**src/rtl/dmem_store_buffer.sv**
```systemverilog
// ----------------------------------------------------------------------------
// dmem_store_buffer
//
// Posted-write buffer between the pipeline's data-memory port and the data
// RAM. Stores retire into a DEPTH-entry FIFO and drain to the RAM over a
// req/ack handshake. Loads either hit a buffered store (forwarding) or are
// sent to the RAM while the core is stalled. Every accepted load returns its
// data on core_rd_data exactly one cycle after acceptance, flagged by a
// one-cycle core_rd_valid pulse.
//
// Build option (macro STORE_FWD_EN):
//   defined   : youngest-match store-to-load forwarding; a load miss is sent
//               to the RAM ahead of pending drains (never preempting a drain
//               that is already in flight).
//   undefined : no address comparators; every load waits until the buffer is
//               empty and no drain is in flight, then reads the RAM.
//
// Ports:
//   clk           in   clock, rising edge
//   reset         in   asynchronous, active-low reset
//   core_wr       in   store request (held while core_stall=1)
//   core_rd       in   load request (held while core_stall=1)
//   core_addr     in   load/store word address
//   core_wr_data  in   store data
//   core_rd_data  out  load data, valid with core_rd_valid
//   core_rd_valid out  one-cycle pulse for each accepted load
//   core_stall    out  combinational; core must hold its request
//   mem_req       out  RAM request (registered)
//   mem_we        out  1 = drain write, 0 = load read (registered)
//   mem_addr      out  RAM word address (registered)
//   mem_wdata     out  RAM write data (registered)
//   mem_ack       in   RAM completes the current request this cycle
//   mem_rdata     in   RAM read data, valid with mem_ack on reads
//   occupancy     out  number of buffered stores
// ----------------------------------------------------------------------------
module dmem_store_buffer #(
  parameter int DATA_W = 32,
  parameter int ADDR_W = 9,
  parameter int DEPTH  = 4
) (
  input  logic                       clk,
  input  logic                       reset,
  input  logic                       core_wr,
  input  logic                       core_rd,
  input  logic [ADDR_W-1:0]          core_addr,
  input  logic [DATA_W-1:0]          core_wr_data,
  output logic [DATA_W-1:0]          core_rd_data,
  output logic                       core_rd_valid,
  output logic                       core_stall,
  output logic                       mem_req,
  output logic                       mem_we,
  output logic [ADDR_W-1:0]          mem_addr,
  output logic [DATA_W-1:0]          mem_wdata,
  input  logic                       mem_ack,
  input  logic [DATA_W-1:0]          mem_rdata,
  output logic [$clog2(DEPTH+1)-1:0] occupancy
);

  localparam int PTR_W = $clog2(DEPTH);
  localparam int CNT_W = $clog2(DEPTH+1);

  typedef enum logic [1:0] {IDLE, DRAIN, LOAD} state_t;

  state_t            state_q, state_d;
  logic              mem_req_q, mem_req_d;
  logic              mem_we_q, mem_we_d;
  logic [ADDR_W-1:0] mem_addr_q, mem_addr_d;
  logic [DATA_W-1:0] mem_wdata_q, mem_wdata_d;
  logic [DATA_W-1:0] rd_data_q, rd_data_d;
  logic              rd_valid_q, rd_valid_d;

  logic [ADDR_W-1:0] buf_addr_q [DEPTH];
  logic [DATA_W-1:0] buf_data_q [DEPTH];
  logic [PTR_W-1:0]  head_q, tail_q;
  logic [CNT_W-1:0]  count_q;

  logic full, empty, ld_req, ld_ack, ld_accept, enq, pop;
  logic load_miss, load_go;

  assign full   = (count_q == CNT_W'(DEPTH));
  assign empty  = (count_q == '0);
  // A simultaneous store wins; the load is ignored that cycle.
  assign ld_req = core_rd & ~core_wr;
  assign ld_ack = (state_q == LOAD) & mem_ack;
  // Full-ness is judged before the edge, so a pop in the same cycle does not
  // open a slot for the store until the next cycle.
  assign enq    = core_wr & ~full;
  assign pop    = (state_q == DRAIN) & mem_ack;

`ifdef STORE_FWD_EN
  logic [DEPTH-1:0]  match;
  logic              fwd_hit;
  logic [DATA_W-1:0] fwd_data;

  // An entry is live when its distance from head is below the count.
  genvar gi;
  generate
    for (gi = 0; gi < DEPTH; gi++) begin : g_match
      logic [PTR_W-1:0] age;
      assign age       = PTR_W'(gi) - head_q;
      assign match[gi] = (CNT_W'(age) < count_q) && (buf_addr_q[gi] == core_addr);
    end
  endgenerate

  // Walk oldest to youngest so the youngest matching store wins.
  always_comb begin
    fwd_hit  = 1'b0;
    fwd_data = '0;
    for (int i = 0; i < DEPTH; i++) begin
      if (match[head_q + PTR_W'(i)]) begin
        fwd_hit  = 1'b1;
        fwd_data = buf_data_q[head_q + PTR_W'(i)];
      end
    end
  end

  assign load_miss = ld_req & ~fwd_hit;
  // A missing address is not in the buffer, so reading RAM first is safe.
  assign load_go   = load_miss;
`else
  assign load_miss = ld_req;
  // Without comparators the read must wait for every older store to land.
  assign load_go   = ld_req & empty;
`endif

  // A miss is released in the cycle its RAM read acknowledges.
  assign core_stall = (core_wr & full) | (load_miss & ~ld_ack);
  assign ld_accept  = ld_req & ~core_stall;

  always_comb begin
    rd_valid_d = ld_accept;
    rd_data_d  = rd_data_q;
    if (ld_accept) begin
`ifdef STORE_FWD_EN
      rd_data_d = ld_ack ? mem_rdata : fwd_data;
`else
      rd_data_d = mem_rdata;
`endif
    end
  end

  always_comb begin
    state_d     = state_q;
    mem_req_d   = mem_req_q;
    mem_we_d    = mem_we_q;
    mem_addr_d  = mem_addr_q;
    mem_wdata_d = mem_wdata_q;
    case (state_q)
      IDLE: begin
        if (load_go) begin
          state_d    = LOAD;
          mem_req_d  = 1'b1;
          mem_we_d   = 1'b0;
          mem_addr_d = core_addr;
        end else if (!empty) begin
          state_d     = DRAIN;
          mem_req_d   = 1'b1;
          mem_we_d    = 1'b1;
          mem_addr_d  = buf_addr_q[head_q];
          mem_wdata_d = buf_data_q[head_q];
        end
      end
      DRAIN: begin
        if (mem_ack) begin
          state_d   = IDLE;
          mem_req_d = 1'b0;
          mem_we_d  = 1'b0;
        end
      end
      LOAD: begin
        if (mem_ack) begin
          state_d   = IDLE;
          mem_req_d = 1'b0;
        end
      end
      default: begin
        state_d   = IDLE;
        mem_req_d = 1'b0;
        mem_we_d  = 1'b0;
      end
    endcase
  end

  always_ff @(posedge clk or negedge reset) begin
    if (!reset) begin
      state_q     <= IDLE;
      mem_req_q   <= 1'b0;
      mem_we_q    <= 1'b0;
      mem_addr_q  <= '0;
      mem_wdata_q <= '0;
      rd_data_q   <= '0;
      rd_valid_q  <= 1'b0;
      head_q      <= '0;
      tail_q      <= '0;
      count_q     <= '0;
    end else begin
      state_q     <= state_d;
      mem_req_q   <= mem_req_d;
      mem_we_q    <= mem_we_d;
      mem_addr_q  <= mem_addr_d;
      mem_wdata_q <= mem_wdata_d;
      rd_data_q   <= rd_data_d;
      rd_valid_q  <= rd_valid_d;
      if (enq) tail_q <= tail_q + PTR_W'(1);
      if (pop) head_q <= head_q + PTR_W'(1);
      case ({enq, pop})
        2'b10:   count_q <= count_q + CNT_W'(1);
        2'b01:   count_q <= count_q - CNT_W'(1);
        default: count_q <= count_q;
      endcase
    end
  end

  // Entry storage carries no reset; the count decides which entries are live.
  always_ff @(posedge clk) begin
    if (enq) begin
      buf_addr_q[tail_q] <= core_addr;
      buf_data_q[tail_q] <= core_wr_data;
    end
  end

  assign core_rd_data  = rd_data_q;
  assign core_rd_valid = rd_valid_q;
  assign mem_req       = mem_req_q;
  assign mem_we        = mem_we_q;
  assign mem_addr      = mem_addr_q;
  assign mem_wdata     = mem_wdata_q;
  assign occupancy     = count_q;

endmodule

```
**config.mk**
```make
export PLATFORM = sky130hd
export DESIGN_NAME = dmem_store_buffer
export DESIGN_NICKNAME = d
export VERILOG_FILES = /design/src/rtl/dmem_store_buffer.sv
export SDC_FILE = /design/constraint.sdc
export NUM_CORES = 1
export LEC_CHECK = 0
export BUFFER_PORTS_ARGS = -buffer_cell sky130_fd_sc_hd__buf_2
export CAP_MARGIN = 20
export CORE_MARGIN = 2
export CORE_UTILIZATION = 30
export CTS_BUF_LIST = sky130_fd_sc_hd__clkbuf_8
export CTS_CLUSTER_DIAMETER = 40
export CTS_CLUSTER_SIZE = 24
export DETAILED_ROUTE_END_ITERATION = 8
export PLACE_DENSITY = 0.51
export SYNTH_ARGS = -nofsm -noshare
export SYNTH_HDL_FRONTEND = slang
export SYNTH_SLANG_ARGS = --single-unit
```
**constraint.sdc**
```tcl
create_clock -name clk -period 6 [get_ports clk]
set_input_delay 0 -clock clk [delete_from_list [all_inputs] [get_ports clk]]
set_output_delay 0 -clock clk [all_outputs]
set_load 0.05 [all_outputs]
```
==> flow_summary_export.csv, run 1 <==
group,metric,value,unit
status,status,"completed",
die,die_h,182,µm
setup_path,arrival,2.32,ns
yosys,ys_types,33,
power,peakVddDrop,0.369,mV
layout,fin_util,0.391,
placement,hpwlAfterDp,12.7,mm
yosys,synthCells,469,
routing,via_per_inst,4.55,
routing,drtAntennaViolNets,0,
timing,final.setup.tns,0,ns
clock_tree,htree_levels,2,
placement,gp_congestion,0.718,
flow_run,drv_cap,0,
global_routing,grt_pass1_vias,5994,
layout,syn_to_final_growth,29.4,%
yosys,synth_edf_count,164,
setup_path,critical_path_required,6.14,ns
yosys,synth.top_cell.area_share,0.521,
die,die_area,33000,µm²
global_routing,antenna_found_initial,2,
setup_path,cp-start-kind,"register",
layout,drive_above_1_share,0.454,
layout,layout_commonest_cell,"edfxtp_1",
power,leakagePower,4.84,nW
power,power.density,552,nW/µm²
die,pin_count,158,
yosys,synth-main-ff-cell,"edfxtp_1",
layout,nNetsFinal,815,
clock_tree,cts-root-buf,"clkbuf_8",
timing,hold_ws,0.0176,ns
clock_tree,post-cts-setup-buffers,0,
global_routing,overflow,0,
setup_path,worstSetupPathType,"register to register",
timing,min_period,2.18,ns
clock_tree,postCtsResizedCells,0,
yosys,avgSynthCellArea,20.2,µm²
timing,relSlewSlack,0.382,
yosys,yosysWarningCount,0,
timing,max_freq,458,MHz
clock_tree,cts_tree,"yes",
yosys,seq_area_frac_synth,0.746,
clock_tree,cts_sinks,249,
clock_tree,cts_made_buffers,37,
hold_path,hold_class,"input port to asynchronous set/reset pin",
routing,detail_route.first_pass.iterations,6,
yosys,ys_async_sr_fraction,0.341,
setup_path,critPathCaptureType,"register",
setup_path,r2r_slack,3.82,ns
setup_path,worstRegToRegCells,4,
placement,port-buffer-count,157,
clock_tree,clk_latency,0.53,ns
global_routing,grt.total_usage,0.135,
global_routing,grt_pass1_wl,34.1,mm
timing,tightestPinTransition,0.927,ns
setup_path,worstReg2RegEnd,"buf_data_q[1][8]",
timing,rsz0062_at_grt,"no",
die,die-width,182,µm
clock_tree,clock_path_buffers,3,
timing,setup-violations-final,0,
routing,vias,5276,
setup_path,worstPathMaxFanout,41,
die,start_util,0.302,
routing,wl_per_cell,18.9,µm
yosys,synth.net_count,556,
timing,slew_viol_final,0,
clock_tree,cts_hold_buf,76,
timing,finalCritPeriodShare,0.364,
yosys,synth.largest_area_cell,"edfxtp_1",
setup_path,r2r_start,"occupancy[0]",
routing,drtIter0Drc,264,
routing,drc,0,
yosys,syn_area,9460,µm²
layout,final_cell_mix,"164 x edfxtp_1, 156 x buf_2, 83 x dfrtp_1",
yosys,yosys-top-cells-area,"edfxtp_1 52%, dfrtp_1 22%, mux4_2 9.8%",
die,coreArea,31300,µm²
yosys,synth-seq-cells,249,
routing,wirelength,21.9,mm
global_routing,grt_max_degree,55,
die,num_rows,65,
timing,fin_skew,0.0270,ns
clock_tree,clkTransAtPathRegs,0.07,ns
timing,hold_viol,0,
[sequential cells by signal, summed over array words and instances, names as in the netlist, 2 cells and up]
name / count
buf_data_q: 128
buf_addr_q: 36
core_rd_data: 32
mem_wdata: 32
mem_addr: 9
occupancy: 3
head_q: 2
state_q: 2
tail_q: 2
[critical path: stages (launching register included)]
cell,delay (ns)
dfrtp_1,0.48
inv_1,0.13
a31oi_2,0.39
and2_2,0.21
buf_4,0.55
[per-layer routing]
layer | GRT usage | share of wire | vias to the layer above | wire (µm)
met5 | 0 | 0 | - | 0
met4 | 0.0520 | 0.032 | 0 | 707
met3 | 0.0301 | 0.042 | 58 | 929
met2 | 0.232 | 0.50 | 137 | 10900
met1 | 0.167 | 0.43 | 2731 | 9310
li1 | - | - | 2350 | -
[how the worst max path moves through the flow]
| stage | start | end | slack, ns |
|---|---|---|---|
| finish | occupancy[0] | buf_data_q[1][8] | 3.82 |
| global route | occupancy[0] | buf_data_q[1][8] | 3.65 |
| CTS | occupancy[0] | buf_data_q[2][4] | 3.75 |
| detailed placement | occupancy[0] | buf_data_q[2][6] | 3.78 |
| global placement | occupancy[0] | buf_data_q[0][23] | 3.84 |
| floorplan | occupancy[0] | buf_addr_q[0][0] | 3.30 |
[report_power, final]
part	leakage (nW)	total [mW]	switching, mW	internal [mW]
Sequential	2.55	2.71	0.333	2.38
Combinational	1.89	2.63	1.71	0.929
Clock	0.400	1.42	0.719	0.698
Total	4.84	6.76	2.76	4.00
[through the flow]
step           power, mW  cell area, µm²  instances  worst slack [ns]
3_3_place_gp        5.33           10700       1014              3.84
5_1_grt             7.14           12200       1159              3.65
6_report            6.76           12200       1159              3.82
2_1_floorplan       4.67            9460        469              3.30
3_5_place_dp        5.40           10700       1015              3.78
4_1_cts             6.89           12200       1158              3.75
[logic make-up (layout without fill, tap and decap cells)]
group | count (synthesis) | in the layout | synth area share
adder cells (fa/ha/maj) | 9 | 9 | 0.0127
buffers and inverters | 41 | 328 | 0.0218
other | 0 | 1 | 0
flip-flops | 249 | 249 | 0.746
AND/OR/NAND/NOR | 36 | 36 | 0.0205
multiplexers | 106 | 106 | 0.175
AO/OA/AOI/OAI | 22 | 22 | 0.0185
XOR/XNOR | 6 | 6 | 0.00556
[synth_stat cells, types with 5 or more instances]
cell	instances
a211oi_1	10
and2_1	5
buf_2	12
buf_6	5
dfrtp_1	85
edfxtp_1	164
ha_1	8
inv_1	20
mux2_2	65
mux4_2	41
nor2_1	11
nor4_1	9
[final cells by class]
type                    count  area (µm²)
diodes                      1        2.50
clock buffers              43         592
clock inverters            24         186
fillers                  2893       19100
inverters                  21        78.8
multi-input cells         179        2200
flip-flops and latches    249        7060
well taps                 402         503
repair buffers            240        1610
No activity file was read; power rests on OpenSTA's default activity.
==> run 2: changes to the inputs <==
--- a/config.mk
+++ b/config.mk
@@ -13,7 +13,7 @@
 export CTS_CLUSTER_DIAMETER = 40
 export CTS_CLUSTER_SIZE = 24
 export DETAILED_ROUTE_END_ITERATION = 8
-export PLACE_DENSITY = 0.51
+export PLACE_DENSITY = 0.53
 export SYNTH_ARGS = -nofsm -noshare
 export SYNTH_HDL_FRONTEND = slang
 export SYNTH_SLANG_ARGS = --single-unit
==> constraint.sdc (replaced) <==
create_clock -name clk -period 1.8 [get_ports clk]
set_input_delay 0 -clock clk [delete_from_list [all_inputs] [get_ports clk]]
set_output_delay 0 -clock clk [all_outputs]
set_load 0.05 [all_outputs]
==> flow_summary_export.csv, run 2 (same netlist as run 1, synthesis figures left out) <==
group,metric,value,unit
routing,drtIter0Drc,301,
global_routing,overflow,0,
timing,tightestPinTransition,0.630,ns
routing,met3_length,1.13,mm
setup_path,path_cells,"inv_2 -> ha_4 -> and2_4 -> ha_4 -> inv_2 -> fa_2 -> xor2_1 -> nor2_1 -> xor2_1",
global_routing,grt_max_degree,37,
layout,diodes,0,
setup_path,cp-start-kind,"register",
power,leakagePower,5.08,nW
placement,port-buffer-count,157,
routing,wirelength,21.6,mm
timing,max_freq,564,MHz
timing,slew_viol_final,0,
timing,relSlewSlack,0.580,
layout,stdcell_count,1188,
timing,setup-violations-final,0,
hold_path,hold_class,"input port to asynchronous set/reset pin",
setup_path,worstPathMaxFanout,2,
setup_path,critical_path.slowest_cell,"dfrtp_1",
clock_tree,cts_made_buffers,39,
timing,rsz0062_at_grt,"yes",
setup_path,arrival,2.21,ns
routing,drc,0,
layout,fin_util,0.407,
routing,vias,5376,
layout,regMostFlops,"buf_data_q",
timing,finalCritPeriodShare,0.985,
layout,final_cell_mix,"164 x edfxtp_1, 155 x buf_2, 79 x dfrtp_1",
setup_path,critPathCaptureType,"register",
clock_tree,cts-root-buf,"clkbuf_8",
placement,hpwlAfterDp,13.2,mm
routing,via_per_inst,4.53,
die,start_util,0.302,
setup_path,worstRegToRegCells,9,
global_routing,antenna_found_initial,0,
routing,wl_met2,11.1,mm
layout,largest_reg_flops,128,
clock_tree,htree_levels,2,
layout,drive_above_1_share,0.486,
clock_tree,clkTransAtPathRegs,0.08,ns
power,power.density,1860,nW/µm²
routing,drtAntennaViolNets,0,
die,die_area,33000,µm²
timing,min_period,1.77,ns
setup_path,critical_path_required,2.24,ns
setup_path,critPathMaxStageDelay,0.40,ns
routing,wl_per_cell,18.2,µm
clock_tree,cts_sinks,249,
die,die_h,182,µm
die,num_rows,65,
setup_path,r2r_slack,0.03,ns
layout,reg_top3,"buf_data_q (128), buf_addr_q (36)",
placement,dp_cells,1041,
power,peakVddDrop,1.13,mV
clock_tree,cts_tree,"yes",
die,pin_count,158,
flow_run,drv_cap,0,
routing,top_layer,"met4",
global_routing,grt.total_usage,0.133,
status,status,"completed",
timing,fin_skew,0.0148,ns
setup_path,r2r_start,"state_q[1]",
clock_tree,clk_latency,0.52,ns
clock_tree,clock_path_buffers,3,
layout,syn_to_final_growth,34.9,%
die,die-width,182,µm
placement,gp_congestion,0.737,
layout,nNetsFinal,845,
die,coreArea,31300,µm²
layout,layout_commonest_cell,"edfxtp_1",
routing,detail_route.first_pass.iterations,4,
setup_path,worstSetupPathType,"register to register",
layout,fillers,2818,
global_routing,grt_pass1_wl,33.6,mm
setup_path,worstReg2RegEnd,"occupancy[2]",
routing,met1_length,8.66,mm
global_routing,grt_pass1_vias,5883,
timing,hold_viol,0,
[run 2: cell types whose count changed in the layout (fill, tap and decap cells not counted), moves of 4 or more]
cell / change
and2_2: -4
and2_4: +5
buf_12: +15
buf_4: +14
bufinv_16: +4
dfrtp_1: -4
dfrtp_2: +4
inv_2: +5
inv_8: -5
[run 2: layout make-up]
cell class                 instances  area [µm²]  share of cell area
sequential                       249        7060               0.553
tap                              402         503              0.0394
inverter                          21        78.8             0.00618
timing repair buffer             268        2010               0.158
clock buffer                      43         592              0.0464
multi-input combinational        179        2260               0.178
clock inverter                    26         244              0.0191
[run 2: critical path, delay by kind of cell, from the launching register on]
kind / cells / cell delay, ns
adder cells (fa/ha/maj): 3 / 0.59
flip-flops: 1 / 0.40
XOR/XNOR: 2 / 0.30
AND/OR/NAND/NOR: 2 / 0.28
buffers and inverters: 2 / 0.11
[run 2: report_power, final]
group	switching, mW	internal, mW
Clock	2.27	2.82
Combinational	6.28	3.74
Sequential	0.669	7.93
[run 2: stage by stage]
step	total power [mW]	area [µm²]	hold WS (ns)	setup TNS, ns	worst slack, ns
detailed placement	18.7	11100	0.0481	-0.0405	-0.0405
global route	25.0	12800	0.0185	-0.0650	-0.0581
floorplan	15.6	9480	-0.296	-0.164	-0.0943
CTS	24.1	12700	0.00433	0	0.0136
finish	23.7	12800	0.00437	0	0.0272
global placement	18.4	11100	0.0475	0	0.000322
[run 2: worst max-delay path by stage]
| stage | from | to | slack (ns) | cells after the start |
|---|---|---|---|---|
| final | state_q[1] | occupancy[2] | 0.03 | 9 |
| after global routing | state_q[1] | occupancy[2] | -0.06 | 9 |
| after CTS | state_q[0] | core_stall | 0.01 | 6 |
| after detailed placement | state_q[1] | occupancy[2] | -0.04 | 9 |
| after global placement | state_q[1] | occupancy[2] | 0.0003 | 9 |
| after floorplan | occupancy[0] | occupancy[2] | -0.09 | 9 |
[run 2: per-layer routing]
layer,track usage,up-vias
li1,-,2401
met1,0.161,2765
met2,0.229,151
met3,0.0303,59
met4,0.0543,0
met5,0,-
[run 2: what timing repair did]
action	CTS	global route
endpoints found under the hold margin	297	0
pin swaps	3	2
hold buffers	76	0
gates resized for setup	4	8
setup endpoints to repair	2	2
setup buffers	0	2
==> run 3: changes to the inputs <==
--- a/config.mk
+++ b/config.mk
@@ -5,6 +5,7 @@
 export SDC_FILE = /design/constraint.sdc
 export NUM_CORES = 1
 export LEC_CHECK = 0
+export ABC_AREA = 1
 export BUFFER_PORTS_ARGS = -buffer_cell sky130_fd_sc_hd__buf_2
 export CAP_MARGIN = 20
 export CORE_MARGIN = 2
@@ -13,7 +14,8 @@
 export CTS_CLUSTER_DIAMETER = 40
 export CTS_CLUSTER_SIZE = 24
 export DETAILED_ROUTE_END_ITERATION = 8
-export PLACE_DENSITY = 0.53
+export GPL_ROUTABILITY_DRIVEN = 0
+export PLACE_DENSITY = 0.52
 export SYNTH_ARGS = -nofsm -noshare
 export SYNTH_HDL_FRONTEND = slang
 export SYNTH_SLANG_ARGS = --single-unit
==> flow_summary_export.csv, run 3 <==
group,metric,value,unit
routing,vias,6916,
global_routing,overflow,0,
power,power.density,1720,nW/µm²
yosys,seq_area_frac_synth,0.703,
yosys,ys_async_sr_fraction,0.341,
layout,layout_commonest_cell,"nand2_1",
routing,detail_route.first_pass.iterations,6,
power,leakagePower,5.89,nW
yosys,avgSynthCellArea,11.2,µm²
yosys,synth-main-ff-cell,"edfxtp_1",
layout,final_area,13300,µm²
timing,relSlewSlack,0.613,
yosys,synth.net_count,983,
setup_path,critical_path_required,2.20,ns
die,num_rows,66,
timing,hold_ws,0.0280,ns
placement,port-buffer-count,157,
routing,drc,0,
status,status,"completed",
layout,drive_above_1_share,0.246,
setup_path,arrival,2.13,ns
routing,wl_per_cell,14.1,µm
timing,setup_ws,0.0718,ns
clock_tree,clock_path_buffers,3,
setup_path,r2r_slack,0.07,ns
placement,dp_cells,1483,
timing,hold_viol,0,
layout,stdcell_count,1631,
clock_tree,cts-root-buf,"clkbuf_8",
timing,slew_viol_final,0,
yosys,synthCells,896,
timing,min_period,1.73,ns
hold_path,hold_class,"input port to register",
yosys,synth_edf_count,164,
yosys,ys_types,26,
yosys,synth.top_cell.area_share,0.491,
yosys,yosys-top-cells-area,"edfxtp_1 49%, dfrtp_1 21%, nand2_1 11%",
layout,diodes,0,
yosys,synth-seq-cells,249,
global_routing,antenna_found_initial,0,
die,pin_count,158,
yosys,synth.largest_area_cell,"edfxtp_1",
yosys,synth.most_common_cell,"nand2_1",
global_routing,grt_pass1_vias,6992,
routing,wirelength,23.1,mm
placement,post-place-ws,0.0132,ns
die,start_util,0.307,
layout,final_cell_mix,"284 x nand2_1, 164 x edfxtp_1, 155 x buf_2",
clock_tree,cts_tree,"yes",
timing,max_freq,579,MHz
global_routing,grt_pass1_wl,36.9,mm
clock_tree,clkTransAtPathRegs,0.06,ns
die,die_h,187,µm
global_routing,grt.total_usage,0.133,
die,die-width,187,µm
yosys,syn_area,10000,µm²
layout,fillers,3232,
die,die_area,34900,µm²
setup_path,critPathCaptureType,"register",
setup_path,worstSetupPathType,"register to register",
clock_tree,cts_made_buffers,39,
layout,syn_to_final_growth,32.3,%
power,peakVddDrop,0.829,mV
yosys,yosysWarningCount,0,
layout,largest_reg_flops,128,
placement,hpwlAfterDp,13.9,mm
clock_tree,htree_levels,2,
layout,regMostFlops,"buf_data_q",
timing,tightestPinTransition,0.580,ns
clock_tree,clk_latency,0.56,ns
layout,reg_top3,"buf_data_q (128), buf_addr_q (36)",
routing,drtAntennaViolNets,0,
placement,place_area,11600,µm²
timing,setup-violations-final,0,
routing,via_per_inst,4.24,
timing,fin_skew,0.0413,ns
layout,nNetsFinal,1245,
die,coreArea,32700,µm²
clock_tree,cts_sinks,249,
timing,finalCritPeriodShare,0.960,
flow_run,drv_cap,0,
yosys,synth_commonest_cells,"287 x nand2_1, 164 x edfxtp_1, 87 x inv_1",
setup_path,cp-start-kind,"register",
clock_tree,post-cts-setup-buffers,0,
global_routing,grt_max_degree,86,
routing,drtIter0Drc,461,
setup_path,worstPathMaxFanout,2,
run 3: cell count changes in the layout (fill, tap and decap cells not counted), moves of 17 or more:
cell      before  now
o21ai_1        0   17
o211ai_1       0   32
o21ai_0        2   44
nand2_1        3  284
nor2_1        11   68
mux2_2        65    0
nand3_1        0   30
mux4_2        41    0
inv_1         22   87
run 3: cell families after synthesis:
group | synth area share
DFF | 0.703
buffers and inverters | 0.0602
xor gates and xnor gates | 0.00349
adders and majority gates | 0.0120
and+or+nand+nor | 0.156
AOI/OAI and AO/OA | 0.0653
run 3: worst max-delay path, cell delays in order (launching register included):
cell and delay [ns]:
dfrtp_1 0.38, inv_2 0.06, ha_2 0.18, nand2_2 0.07
inv_2 0.08, ha_4 0.13, inv_2 0.04, fa_2 0.34
a21oi_2 0.12, o21ai_1 0.08, xor2_1 0.14
run 3: power breakdown:
group	leakage (nW)	internal (mW)	switching [mW]	total [mW]
combinational	2.85	2.74	6.37	9.11
clock	0.451	2.88	2.57	5.45
sequential	2.58	7.67	0.639	8.31
total	5.89	13.3	9.58	22.9
run 3: final cells by class:
type	instances	area (µm²)	area share
clock buffer	41	564	0.0425
clock inverter	31	355	0.0268
inverter	93	349	0.0263
multi-input combinational	516	2440	0.184
sequential	249	7060	0.532
tap	442	553	0.0417
timing repair buffer	259	1950	0.147
run 3: per-stage QoR:
stage / total power [mW] / util / TNS [ns]
2_1_floorplan: 14.9 / - / -22.41
3_3_place_gp: 17.5 / 0.354 / 0
3_5_place_dp: 17.6 / 0.354 / 0
4_1_cts: 23.3 / 0.406 / 0
5_1_grt: 24.5 / 0.406 / -0.00557
6_report: 22.9 / 0.406 / 0
run 3: worst paths after layout:
kind	start	endpoint	depth (start not counted)
hold reg to reg	core_rd_data[25]	core_rd_data[25]	2
max in group asynchronous	reset	head_q[0]	3
setup / recovery	state_q[1]	occupancy[2]	10
hold / removal	core_rd	state_q[1]	5
setup reg to reg	state_q[1]	occupancy[2]	10
min in group asynchronous	reset	mem_wdata[18]	3
run 3: per-layer routing:
metal | wire [µm] | global-route usage
met5 | 0 | 0
met2 | 11700 | 0.233
met3 | 977 | 0.0235
met4 | 566 | 0.0491
met1 | 9860 | 0.163
run 3: what timing repair did:
item,4_1_cts,5_1_grt
hold buffers,76,0
gates resized for setup,2,6
setup endpoints to repair,1,1
endpoints found under the hold margin,300,0
pin swaps,0,1
